[src/rtl/spi_master_tx_multi.sv]
// spi_master_tx_multi: multi-line (1/2/4) SPI TX shifter that stalls the SPI clock instead of ending a transfer when the FIFO runs dry.
module spi_master_tx_multi #(
  parameter int DW    = 32,
  parameter int CNT_W = 16
) (
  input  logic             clk,
  input  logic             rstn,
  input  logic             en,
  input  logic             abort,
  input  logic             tx_edge,
  input  logic [1:0]       mode,
  input  logic             lsb_first,
  input  logic [CNT_W-1:0] bit_len,
  input  logic             bit_len_upd,
  input  logic [DW-1:0]    data,
  input  logic             data_valid,
  output logic             data_ready,
  output logic [3:0]       sdo,
  output logic             clk_en_o,
  output logic             tx_done,
  output logic             busy
);
  typedef enum logic [1:0] {IDLE, TRANSMIT, STALL} state_t;
  state_t state, state_n;
  logic [DW-1:0]    shreg, shreg_n, shifted;
  logic [CNT_W-1:0] beat, beat_n, wbeat, wbeat_n, target, target_n;
  logic [1:0]       mode_r, mode_n, s_r;
  logic             lsb_r, lsb_n, last, wlast;
  logic [2:0]       l_r;
  function automatic logic [1:0] shamt(input logic [1:0] m);
    return m == 2'b01 ? 2'd1 : m == 2'b10 ? 2'd2 : 2'd0;
  endfunction
  assign s_r     = shamt(mode_r);
  assign l_r     = 3'd1 << s_r;
  assign shifted = lsb_r ? shreg >> l_r : shreg << l_r;
  assign last    = beat == target - CNT_W'(1);
  assign wlast   = wbeat == (CNT_W'(DW) >> s_r) - CNT_W'(1);
  assign busy    = state != IDLE;
  assign sdo = lsb_r ? (s_r == 2'd2 ? shreg[3:0] : s_r == 2'd1 ? {2'b0, shreg[1:0]} : {3'b0, shreg[0]})
                     : (s_r == 2'd2 ? shreg[DW-1:DW-4] : s_r == 2'd1 ? {2'b0, shreg[DW-1:DW-2]} : {3'b0, shreg[DW-1]});
  always_ff @(posedge clk or negedge rstn)
    if (!rstn) begin
      state  <= IDLE;
      shreg  <= '0;
      beat   <= '0;
      wbeat  <= '0;
      target <= CNT_W'(8);
      mode_r <= '0;
      lsb_r  <= 1'b0;
    end else begin
      state  <= state_n;
      shreg  <= shreg_n;
      beat   <= beat_n;
      wbeat  <= wbeat_n;
      target <= target_n;
      mode_r <= mode_n;
      lsb_r  <= lsb_n;
    end
  always_comb begin
    state_n    = state;
    shreg_n    = shreg;
    beat_n     = beat;
    wbeat_n    = wbeat;
    target_n   = target;
    mode_n     = mode_r;
    lsb_n      = lsb_r;
    data_ready = 1'b0;
    clk_en_o   = 1'b0;
    tx_done    = 1'b0;
    if (abort) begin
      state_n = IDLE;
      shreg_n = '0;
      beat_n  = '0;
      wbeat_n = '0;
    end else
      case (state)
        IDLE: begin
          if (bit_len_upd) target_n = bit_len >> shamt(mode);
          if (en && data_valid && target != '0) begin
            shreg_n    = data;
            data_ready = 1'b1;
            beat_n     = '0;
            wbeat_n    = '0;
            mode_n     = mode;
            lsb_n      = lsb_first;
            state_n    = TRANSMIT;
          end
        end
        TRANSMIT: begin
          clk_en_o = 1'b1;
          if (tx_edge) begin
            shreg_n = shifted;
            beat_n  = beat + CNT_W'(1);
            wbeat_n = wbeat + CNT_W'(1);
            // last beat outranks the word boundary when both land on one edge
            if (last) begin
              tx_done = 1'b1;
              beat_n  = '0;
              wbeat_n = '0;
              if (en && data_valid) begin
                shreg_n    = data;
                data_ready = 1'b1;
              end else begin
                clk_en_o = 1'b0;
                state_n  = IDLE;
              end
            end else if (wlast) begin
              wbeat_n = '0;
              if (data_valid) begin
                shreg_n    = data;
                data_ready = 1'b1;
              end else begin
                clk_en_o = 1'b0;
                state_n  = STALL;
              end
            end
          end
        end
        STALL: begin
          if (data_valid) begin
            shreg_n    = data;
            data_ready = 1'b1;
            clk_en_o   = 1'b1;
            state_n    = TRANSMIT;
          end
        end
        default: state_n = IDLE;
      endcase
  end
endmodule

[config.mk]
export PLATFORM = sky130hd
export DESIGN_NAME = spi_master_tx_multi
export DESIGN_NICKNAME = d
export VERILOG_FILES = /design/src/rtl/spi_master_tx_multi.sv
export SDC_FILE = /design/constraint.sdc
export NUM_CORES = 1
export LEC_CHECK = 0
export BUFFER_PORTS_ARGS = -buffer_cell sky130_fd_sc_hd__buf_2
export CAP_MARGIN = 20
export CORE_ASPECT_RATIO = 0.7
export CORE_MARGIN = 3
export CORE_UTILIZATION = 45
export CTS_CLUSTER_SIZE = 30
export DETAILED_ROUTE_END_ITERATION = 16
export PLACE_DENSITY = 0.65
export SLEW_MARGIN = 20
export SYNTH_ARGS = -nofsm -noshare
export SYNTH_HDL_FRONTEND = slang
export SYNTH_SLANG_ARGS = --single-unit
[constraint.sdc]
create_clock -name clk -period 3 [get_ports clk]
set_clock_uncertainty 0.05 [all_clocks]
set_input_delay 0.6 -clock clk [delete_from_list [all_inputs] [get_ports clk]]
set_output_delay 0.6 -clock clk [all_outputs]
set_load 0.02 [all_outputs]
# ---- Word level (Yosys, flattened, before mapping)
# Cells that the tools add are included.
dict set report word_totals {
  register_bits 85
  latchBits 0
  ramBits 0
  rom_bits 0
  input_bits 58
  memories 0
}
dict set report op_classes {
  n_addsub 4
  multipliers 0
  n_div 0
  magnitude_cmp 0
  n_eq_ne 16
  shifts 5
  muxes 55
  bitwise 1
  reduce_logical 12
}
# op n
set op_table {}
lappend op_table {{$mux W32} 9}
lappend op_table {{$mux W16} 8}
lappend op_table {{$pmux W32 S3} 1}
lappend op_table {{$pmux W16 S2} 2}
lappend op_table {{$add A16 B1 Y16 const B} 2}
lappend op_table {{$eq A16 B16 Y1} 2}
lappend op_table {{$shl A32 B3 Y32} 1}
lappend op_table {{$shr A32 B3 Y32} 1}
lappend op_table {{$sub A16 B1 Y16 const B} 2}
lappend op_table {{$mux W2} 14}
lappend op_table {{$reduce_bool A16 Y1} 1}
lappend op_table {{$shr A16 B2 Y16} 1}
lappend op_table {{$shr A6 B2 Y16 const A} 1}
lappend op_table {{$mux W1} 15}
lappend op_table {{$mux W4} 3}
lappend op_table {{$ne A4 B4 Y1 const B} 3}
lappend op_table {{$ne A3 B3 Y1 const B} 3}
lappend op_table {{$reduce_and A3 Y1} 3}
lappend op_table {{$eq A2 B1 Y1 const B} 4}
lappend op_table {{$eq A2 B2 Y1 const B} 4}
lappend op_table {{$pmux W2 S3} 1}
lappend op_table {{$reduce_and A6 Y1} 1}
lappend op_table {{$reduce_and A4 Y1} 1}
lappend op_table {{$reduce_bool A4 Y1} 1}
lappend op_table {{other kinds (8)} 9}

# ---- Logic depth before layout (Yosys ltp)
# Gate-level depths: netlist (run 1).
dict set report depth {
  ltp_word 12
  depth_mapped 13
}

# ---- Least setup slack after synthesis (run 1)
# No wires, ideal clock.
dict set report synth_path {
  path_type {register to output}
  from {register target[0]}
  to {output data_ready}
  arrival_ns 2.915
  required_ns 2.350
  path_slack_ns -0.565
  stages_incl_launch_ff 11
  path_buffers 1
  cell_sequence {dfrtp_1 inv_1 ha_1 clkbuf_1 nand3_2 or3_1 a21oi_2 nand4_4 nor4_4 o211ai_1 a211oi_1}
}
dict set report synth_between {
  elab_chain_len 6
}
# element line_no
set synth_rtl {}
lappend synth_rtl {{start: declaration} 26} ;# logic [CNT_W-1:0] beat, beat_n, wbeat, wbeat_n, target, target_n;
lappend synth_rtl {{start signal: assignment} 55} ;# target <= target_n;
lappend synth_rtl {{$sub A16 B1 Y16} 36} ;# assign last = beat == target - CNT_W'(1);
lappend synth_rtl {{$eq A16 B16 Y1} 36}
lappend synth_rtl {{$mux W1} 96} ;# if (last) begin
lappend synth_rtl {{$mux W1} 91} ;# if (tx_edge) begin
lappend synth_rtl {{$pmux W1 S3 (*)} 76} ;# case (state)
lappend synth_rtl {{$mux W1 (*)} 70} ;# if (abort) begin
lappend synth_rtl {{end: declaration} 17} ;# output logic data_ready,
# Mark *: on every way between the ends. The rest lies on a longest branch, timed or not.

# ---- Worst setup path after layout (run 1)
dict set report layout_path {
  from {register target[3]}
  to {output data_ready}
}
# The elaborated chain is that of the path after synthesis.

==> reports/summary.md, run 1 <==
The run finished, with violations left. The checks that failed: negative setup slack. STA classifies the critical path startpoint as a flip-flop. The tools report the last weighted congestion value of the routability-driven placer as 0.944. The worst setup path is captured at an output pin. The tools report the number of vias in the routed layout as 8,124. The critical path crosses 11 cells after its start point. The tools report the core area as 16,500 um2. The final number of max-transition violations is 0, and the clock-pin slew reported for the worst setup and hold paths after clock tree synthesis is 0.07 ns. The I/O pin total is 66, and the total nets after synthesis is 1,106.

For this block, the initial DRC count from the detailed router was 842. For the effective utilization at floorplan, the log shows 0.465. Minimum setup slack in the final design: -0.570 ns.

The die covers 18,700 um2. The slowest stage of the critical path is the sky130_fd_sc_hd__dfstp_2 cell. Number of hold violations in the final report: 0. The logs give 4.28 nW for the leakage dissipation and 24,600 um for the total wire length after detailed routing. The highest fanout seen on the critical path was 7. The buffering stage count on the worst path with inverters included was 3.

The tightest hold margin was 0.195 ns. The share of async-settable or async-resettable flops after synthesis is 1.00, and the peak supply drop is 665 uV. The tree is rooted in a sky130_fd_sc_hd__clkbuf_16.

For the final setup TNS, the log shows -9.61 ns. Counting cells, the worst reg-to-reg path comes to 17. The tools report the number of nets in the layout as 1,225. The logs give 2.35 ns for the required time of the critical path and 1,038 for the synthesized netlist cell count. Data arrives at the worst endpoint at 2.92 ns. Entering global routing, the biggest net connects 80 pins.

The overall fraction of global-route tracks in use is 0.259. The mean area per synthesized cell came out at 7.42 um2. Setup repair after global routing could not meet its margin everywhere. For the pin with the worst max-slew slack, the measured transition is 0.824 ns. TritonCTS built the clock tree. In this run, synthesis produced a sequential element count of 85. In this run the cell area of the synthesized design comes to 7700 um2. The part of the Yosys area used for sequential elements was 0.276.

Before antenna repair, the detailed router went through 5 iterations. The finished cells cover 9690 um2. By area the synthesized netlist is led by sky130_fd_sc_hd__dfrtp_1 (27%), sky130_fd_sc_hd__nor2_1 (7.0%), sky130_fd_sc_hd__nand2_1 (6.2%). The largest single stage delay on the critical path is 0.40 ns.

Count of cell types in the netlist: 70. After layout, the design draws a total of 10.2 mW. The critical path in this run is classified as flip-flop to output pin. The cell area after placement was 8900 um2. The min-delay analysis places its worst path in the category input port to asynchronous set/reset pin.

The tools report the via count of the first global-routing pass as 7,178. The wire-length estimate of the detail-placed layout is 17,500 um. In this run the vertical extent of the chip is 115 um.

Ranked by instance count, the synthesized netlist is headed by sky130_fd_sc_hd__nor2_1 (143), sky130_fd_sc_hd__nand2_1 (127), sky130_fd_sc_hd__o21ai_0 (88), sky130_fd_sc_hd__dfrtp_1 (84), sky130_fd_sc_hd__a21oi_1 (75). In this run the power density over the cells is 1050 nW/um2. The internal reg-to-reg setup slack is -0.28 ns, and the count of antenna-violating nets left after detailed routing is 0.

In this run the horizontal extent of the chip is 162 um. Worst-case headroom to the max-slew limit: 0.444. Cell class contributing the biggest share of worst-path delay: compound AO/OA/AOI/OAI gates. The H-tree was split into 3 levels.

The global-route wire length before repair is 38,900 um. During synthesis, Yosys emitted a total of 0 warnings. Counting the buffers created by CTS gives 9.

The final period demand of the worst path came out at 3.57 ns. The cell with the most instances after synthesis is sky130_fd_sc_hd__nor2_1. The clock drives 85 sinks.

The tools report the initial antenna violation count as 1. Signed area change from the synthesized netlist to the final layout: 25.9%. Prior to clock tree synthesis, the placed netlist has a worst setup slack of -0.215 ns.

The main flop type after synthesis was sky130_fd_sc_hd__dfrtp_1. After detailed routing, the average wire length per cell comes to 17.8 um. Timing would allow up to 0.280 GHz.

For this run, design rule violations remaining after detail routing come to 0. The final clock period utilization by the worst path was 1.19. The later-pin clock latency in the skew report was 0.35 ns. Walking the worst path, the cells encountered are nor4_4 -> buf_6 -> nand3_4 -> buf_6 -> mux2i_2 -> a21oi_2 -> a211o_4 -> o31a_1 -> o211ai_1 -> a211oi_2 -> buf_4. Detailed-route vias per instance: 5.85.

For this run the aggregate overflow at the end of global routing stands at 0. Row generation in the floorplan step produced 39 rows. Setup violations remaining at the end of the flow were counted as 59. The number of synthesized flops with an enable pin was 0. Cell type with the largest total area after synthesis: sky130_fd_sc_hd__dfrtp_1. By instance count, the cell type seen most on the critical path is sky130_fd_sc_hd__buf_6.

The quantity of I/O buffers inserted on ports is 65, and the share of post-route cells with drive strength above 1 is 0.245. The total of max-cap violations came out at 0. For the maximum count of clock buffers along a single path, the log shows 2. The area share of the largest cell type after synthesis is 0.273.
## layout by cell type (no fill, tap or decap), types with 9 or more instances in the layout
cell                        netlist  routed
sky130_fd_sc_hd__nor2_1         143     139
sky130_fd_sc_hd__nand2_1        127     127
sky130_fd_sc_hd__buf_4            0      96
sky130_fd_sc_hd__dfrtp_1         84      83
sky130_fd_sc_hd__a21oi_1         75      73
sky130_fd_sc_hd__o21ai_0         88      66
sky130_fd_sc_hd__buf_2            8      61
sky130_fd_sc_hd__nor3_1          52      45
sky130_fd_sc_hd__mux2i_1         33      32
sky130_fd_sc_hd__o21ai_1          6      28
sky130_fd_sc_hd__a211oi_1        25      22
sky130_fd_sc_hd__inv_1           21      21
sky130_fd_sc_hd__buf_6            2      19
sky130_fd_sc_hd__xor2_1          19      18
sky130_fd_sc_hd__o211a_1         18      18
sky130_fd_sc_hd__nor2b_1         17      17
sky130_fd_sc_hd__o211ai_1        17      17
sky130_fd_sc_hd__and3_1          18      17
sky130_fd_sc_hd__o31ai_1         18      17
sky130_fd_sc_hd__mux2_2          16      16
sky130_fd_sc_hd__xnor2_1         16      15
sky130_fd_sc_hd__nand2b_1        15      15
sky130_fd_sc_hd__nand3_1         16      15
sky130_fd_sc_hd__a31oi_1         14      13
sky130_fd_sc_hd__nand3b_1         9       9
sky130_fd_sc_hd__clkbuf_16        0       9
sky130_fd_sc_hd__buf_12           0       9
## metrics by stage
step	utilization	instances
after detailed placement	0.538	1351
after CTS	0.572	1379
after floorplan	-	1038
after global placement	0.538	1351
after global routing	0.586	1388
final	0.586	1388
## cells by family (layout without fill, tap and decap cells)
kind of cell               count (synthesis)  after routing  share of synthesized area
muxes                                     53             53                     0.0769
xor gates and xnor gates                  35             35                     0.0398
DFF                                       85             85                      0.276
AOI/OAI and AO/OA                        308            308                      0.260
and+or+nand+nor                          446            447                      0.279
buffers and inverters                    101            224                     0.0525
other                                      0              1                          0
adders and majority gates                 10             10                     0.0163
## power breakdown
part	switching, mW	internal (mW)
registers	0.494	1.49
logic	3.94	2.99
clock network	0.528	0.744
total	4.96	5.22
## worst reg2reg max path: stages, from the launching register on
cell	delay (ns)
sky130_fd_sc_hd__dfstp_2	0.40
sky130_fd_sc_hd__nor4_4	0.27
sky130_fd_sc_hd__buf_6	0.17
sky130_fd_sc_hd__nand3_4	0.08
sky130_fd_sc_hd__buf_6	0.12
sky130_fd_sc_hd__mux2i_2	0.16
sky130_fd_sc_hd__a21oi_2	0.09
sky130_fd_sc_hd__a211o_4	0.37
sky130_fd_sc_hd__buf_6	0.12
sky130_fd_sc_hd__buf_6	0.10
sky130_fd_sc_hd__buf_6	0.11
sky130_fd_sc_hd__buf_6	0.12
sky130_fd_sc_hd__nor3_4	0.16
sky130_fd_sc_hd__mux2i_4	0.28
sky130_fd_sc_hd__buf_12	0.16
sky130_fd_sc_hd__buf_12	0.10
sky130_fd_sc_hd__nand2b_4	0.21
sky130_fd_sc_hd__o211a_1	0.16
## final timing paths
check | endpoint | start
setup / recovery | data_ready | target[3]
hold reg to reg | target[3] | target[3]
max in group asynchronous | shreg[29] | rstn
setup reg to reg | shreg[10] | target[3]
min in group clk | lsb_r | lsb_first
hold / removal | shreg[10] | rstn
## sequential cells by signal (all words and copies together), names as in the netlist
name,flops
beat,16
lsb_r,1
mode_r,2
shreg,32
state,2
target,16
wbeat,16
## layer usage
layer  routed length (um)  global-route usage  vias up
met5                    0                   0        -
met4                  240              0.0528        0
met3                 2360              0.0572       19
met2                 9790               0.351      331
met1                12300               0.416     3812
li1                     -                   -     3962
## timing repair
action                                  in CTS  in global routing
endpoints found under the setup margin      35                 66
hold buffers                                 0                  0
buffers inserted                            14                  6
gates resized for setup                     26                 60
pin swaps                                   28                  6
gates cloned                                 1                  2
## layout make-up
cell class / instances / area (um2)
Clock inverter: 7 / 105
Sequential cell: 85 / 2130
Fill cell: 1487 / 6850
Antenna cell: 1 / 2.50
Clock buffer: 9 / 225
Inverter: 21 / 78.8
Tap cell: 225 / 282
Multi-Input combinational cell: 853 / 5420
Timing Repair Buffer: 187 / 1450
No activity file was read; power rests on OpenSTA's default activity.
==> run 2: changes to the inputs <==
PLACE_DENSITY = default   (was 0.65)
clock period = 4.55 ns   (was 3 ns; I/O delays follow)
==> reports/summary.md, run 2 (synthesis results as in run 1) <==
The largest individual stage delay along the critical path comes from the cell sky130_fd_sc_hd__nor4_4. The critical path depth came out at 9 (-2). The final standard cell area without fillers is 8470 um2 (-13%).

The logs give 7,690 (-5.3%) for the number of vias in the routed layout and 0.465 (unchanged) for the effective utilization at floorplan. Quantity of I/O buffers inserted on ports: 65 (unchanged). The via count of the first global-routing pass was 6,635 (-7.6%). The half-perimeter wire length of the detailed placement result is 17,200 um (-1.2%).

The peak per-stage delay on the critical path was 0.45 ns (+0.05 ns); the area of the die was 18,700 um2 (unchanged). The leakage dissipation was 3.65 nW (-15%); the post-route total power was 5.82 mW (-43%). The number of nets in the layout was 1,126 (-8.1%). Setup repair after global routing left no endpoint under its margin.

The tools report the timing-limited maximum frequency as 0.228 GHz. For the required time of the critical path, the log shows 3.59 ns (+1.24 ns). The tools report the end point of the most critical hold path as wbeat[1].

The total wire length after detailed routing came out at 24,100 um (-2.4%). For the cell area after placement, the log shows 8190 um2 (-8.0%). The signed area change from the synthesized netlist to the final layout is 10.0%, and the number of instances resized during post-cts repair is 0 (-100%). The number of flip-flops under the largest register name is 32 (unchanged). The flow ran to the end, and the final reports show no timing, DRC or antenna violations. The combined area of the multi-input logic cells was 5190 um2 (-4.2%).

The slew of the pin with the lowest slew margin works out to 1.07 ns (+0.247 ns). The clock-pin slew reported for the worst setup and hold paths after clock tree synthesis was 0.06 ns (about the same); the detailed-route vias per instance was 5.98 (+2.1%). The count of antenna-violating nets left after detailed routing came out at 0 (unchanged). The run gives 85 (unchanged) as the count of clock tree sinks. The tree is rooted in a sky130_fd_sc_hd__clkbuf_16. The share of post-route cells with drive strength above 1 is 0.142 (-0.103), and the initial DRC count is 1,060 (+26%). The final number of max-transition violations was 0 (unchanged). The met2 track demand over resource in global routing is 0.311 (-0.0398), and the number of inserted diodes is 0 (-1).

The routed length per instance is 18.7 um (+5.2%), and the largest net degree at the start of global routing is 80 (unchanged). The top register by number of flip-flops is shreg. The run gives 1,666 (+12%) as the number of filler instances in the final layout. The maximum count of clock buffers along a single path came out at 2 (unchanged). The library cells used most frequently in the layout, excluding fill and tap cells, are sky130_fd_sc_hd__nor2_1 (143), sky130_fd_sc_hd__nand2_1 (127), sky130_fd_sc_hd__o21ai_0 (88), sky130_fd_sc_hd__dfrtp_1 (83), sky130_fd_sc_hd__a21oi_1 (75).

The overall fraction of global-route tracks in use came out at 0.258 (-0.000969). The hold buffer count at cts was 0 (unchanged); the worst hold path cell count was 2. The run gives 0.88 ns (+1.16 ns) as the internal reg-to-reg setup slack. The tools report the number of hold violations in the final report as 0 (unchanged). For the core area, the log shows 16,500 um2 (unchanged). The cell class contributing the biggest share of worst-path delay was simple AND/OR/NAND/NOR gates. The peak supply drop is 508 uV (-24%). TritonCTS built the clock tree. For the total of max-cap violations, the log shows 0 (unchanged). STA classifies the critical path startpoint as a flip-flop.

Die width: 162 um (unchanged). The highest fanout seen on the critical path was 7 (unchanged). The area of all sequential standard cells is 2130 um2 (unchanged), and the I/O pin total is 66 (unchanged). The last weighted congestion value of the routability-driven placer was 0.925 (-2.0%). Timing startpoint of the critical path: target[4]. The endpoint identified for the worst register-to-register timing path is shreg[15]. The worst-case headroom to the max-slew limit is 0.286 (-0.158). The most frequent standard cell in the layout excluding fill and tap cells was sky130_fd_sc_hd__nor2_1.

The data arrival time of the critical path was 3.42 ns (+0.50 ns). The total power divided by cell area was 687 nW/um2 (-35%); the total number of H-tree levels was 3 (unchanged). The path class of the tightest hold or removal check is flip-flop to flip-flop.

The tools report the initial antenna violation count as 0 (-1). The worst setup path is of the flip-flop to output pin kind. The number of iterations in the first detailed-routing pass was 5 (unchanged); the met1 capacity usage during global routing was 0.446 (+0.0298).

The worst register-to-register path begins at target[4]. Number of rows created at floorplan: 39 (unchanged). The fraction of met3 tracks used by global routing was 0.0686 (+0.0114); the later-pin clock latency in the skew report was 0.35 ns (about the same). The buffering stage count on the worst path with inverters included was 1 (-2). The signal on the critical path passes through nor4_4 -> and4_1 -> a21oi_1 -> a211oi_1 -> nand4_4 -> nor4_4 -> o211ai_1 -> a211oi_1 -> buf_2.

The tools report the origin of the worst min-delay path as wbeat[1]. Number of DRC violations after detailed routing: 0 (unchanged). The tools report the final setup TNS as 0 ns (+9.61 ns).

The setup fix buffers added after clock tree synthesis was 0 (-14); the final period demand of the worst path was 4.38 ns. The global-route wire length before repair came out at 38,400 um (-1.5%). The number of buffers inserted during clock tree synthesis is 9 (unchanged), and the vertical die dimension is 115 um (unchanged).

The type of destination of the critical path was an output pin. Length in cells of the worst reg-to-reg path: 9 (-8). The final clock period utilization by the worst path works out to 0.962. The global-route congestion overflow total is 0 (unchanged). The final setup violation count came out at 0 (-100%). The layer flagged by global routing as most heavily used is met1.
run 2: changes by cell type in the layout (fill, tap and decap cells not counted), moves of 4 or more:
cell	delta
sky130_fd_sc_hd__buf_12	-9
sky130_fd_sc_hd__buf_4	-71
sky130_fd_sc_hd__buf_6	-19
sky130_fd_sc_hd__nor2_1	+4
sky130_fd_sc_hd__nor3_1	+7
sky130_fd_sc_hd__nor3_2	-6
sky130_fd_sc_hd__o21ai_0	+22
sky130_fd_sc_hd__o21ai_1	-22
run 2: worst max path at each step:
stage / to
global placement: data_ready
CTS: data_ready
finish: data_ready
global route: data_ready
detailed placement: data_ready
floorplan: data_ready
run 2: metrics by stage:
stage	worst slack, ns	std cells	hold WS [ns]	utilization
after CTS	0.107	1287	0.475	0.512
after floorplan	0.675	1038	0.425	-
final	0.171	1287	0.467	0.512
after detailed placement	0.526	1272	0.462	0.495
after global routing	0.00458	1287	0.499	0.512
after global placement	0.512	1272	0.446	0.495
run 2: report_power, final:
group          leakage [nW]  switching (mW)  total (mW)  internal, mW
logic                  2.39            2.28        3.69          1.41
registers              1.12           0.421        1.40         0.980
clock network         0.139           0.311       0.723         0.412
run 2: metal layers:
metal | wire (um) | vias to the layer above
met5 | 0 | -
met4 | 129 | 0
met3 | 2390 | 8
met2 | 8550 | 349
met1 | 13000 | 3575
li1 | - | 3758
run 2: cell type report:
class / instances / share of cell area
Sequential cell: 85 / 0.251
Inverter: 21 / 0.00931
Tap cell: 225 / 0.0332
Clock buffer: 14 / 0.0324
Multi-Input combinational cell: 852 / 0.613
Clock inverter: 1 / 0.000591
Timing Repair Buffer: 89 / 0.0600
run 2: worst register-to-register path: stages (launching register included):
cell and delay (ns):
sky130_fd_sc_hd__dfrtp_1 0.44, sky130_fd_sc_hd__nor4_4 0.45, sky130_fd_sc_hd__and4_1 0.30, sky130_fd_sc_hd__a21oi_1 0.05, sky130_fd_sc_hd__a211oi_1 0.40, sky130_fd_sc_hd__nand4_4 0.27, sky130_fd_sc_hd__o31a_1 0.45, sky130_fd_sc_hd__nor3_4 0.63
sky130_fd_sc_hd__or3b_1 0.42, sky130_fd_sc_hd__o211a_1 0.11
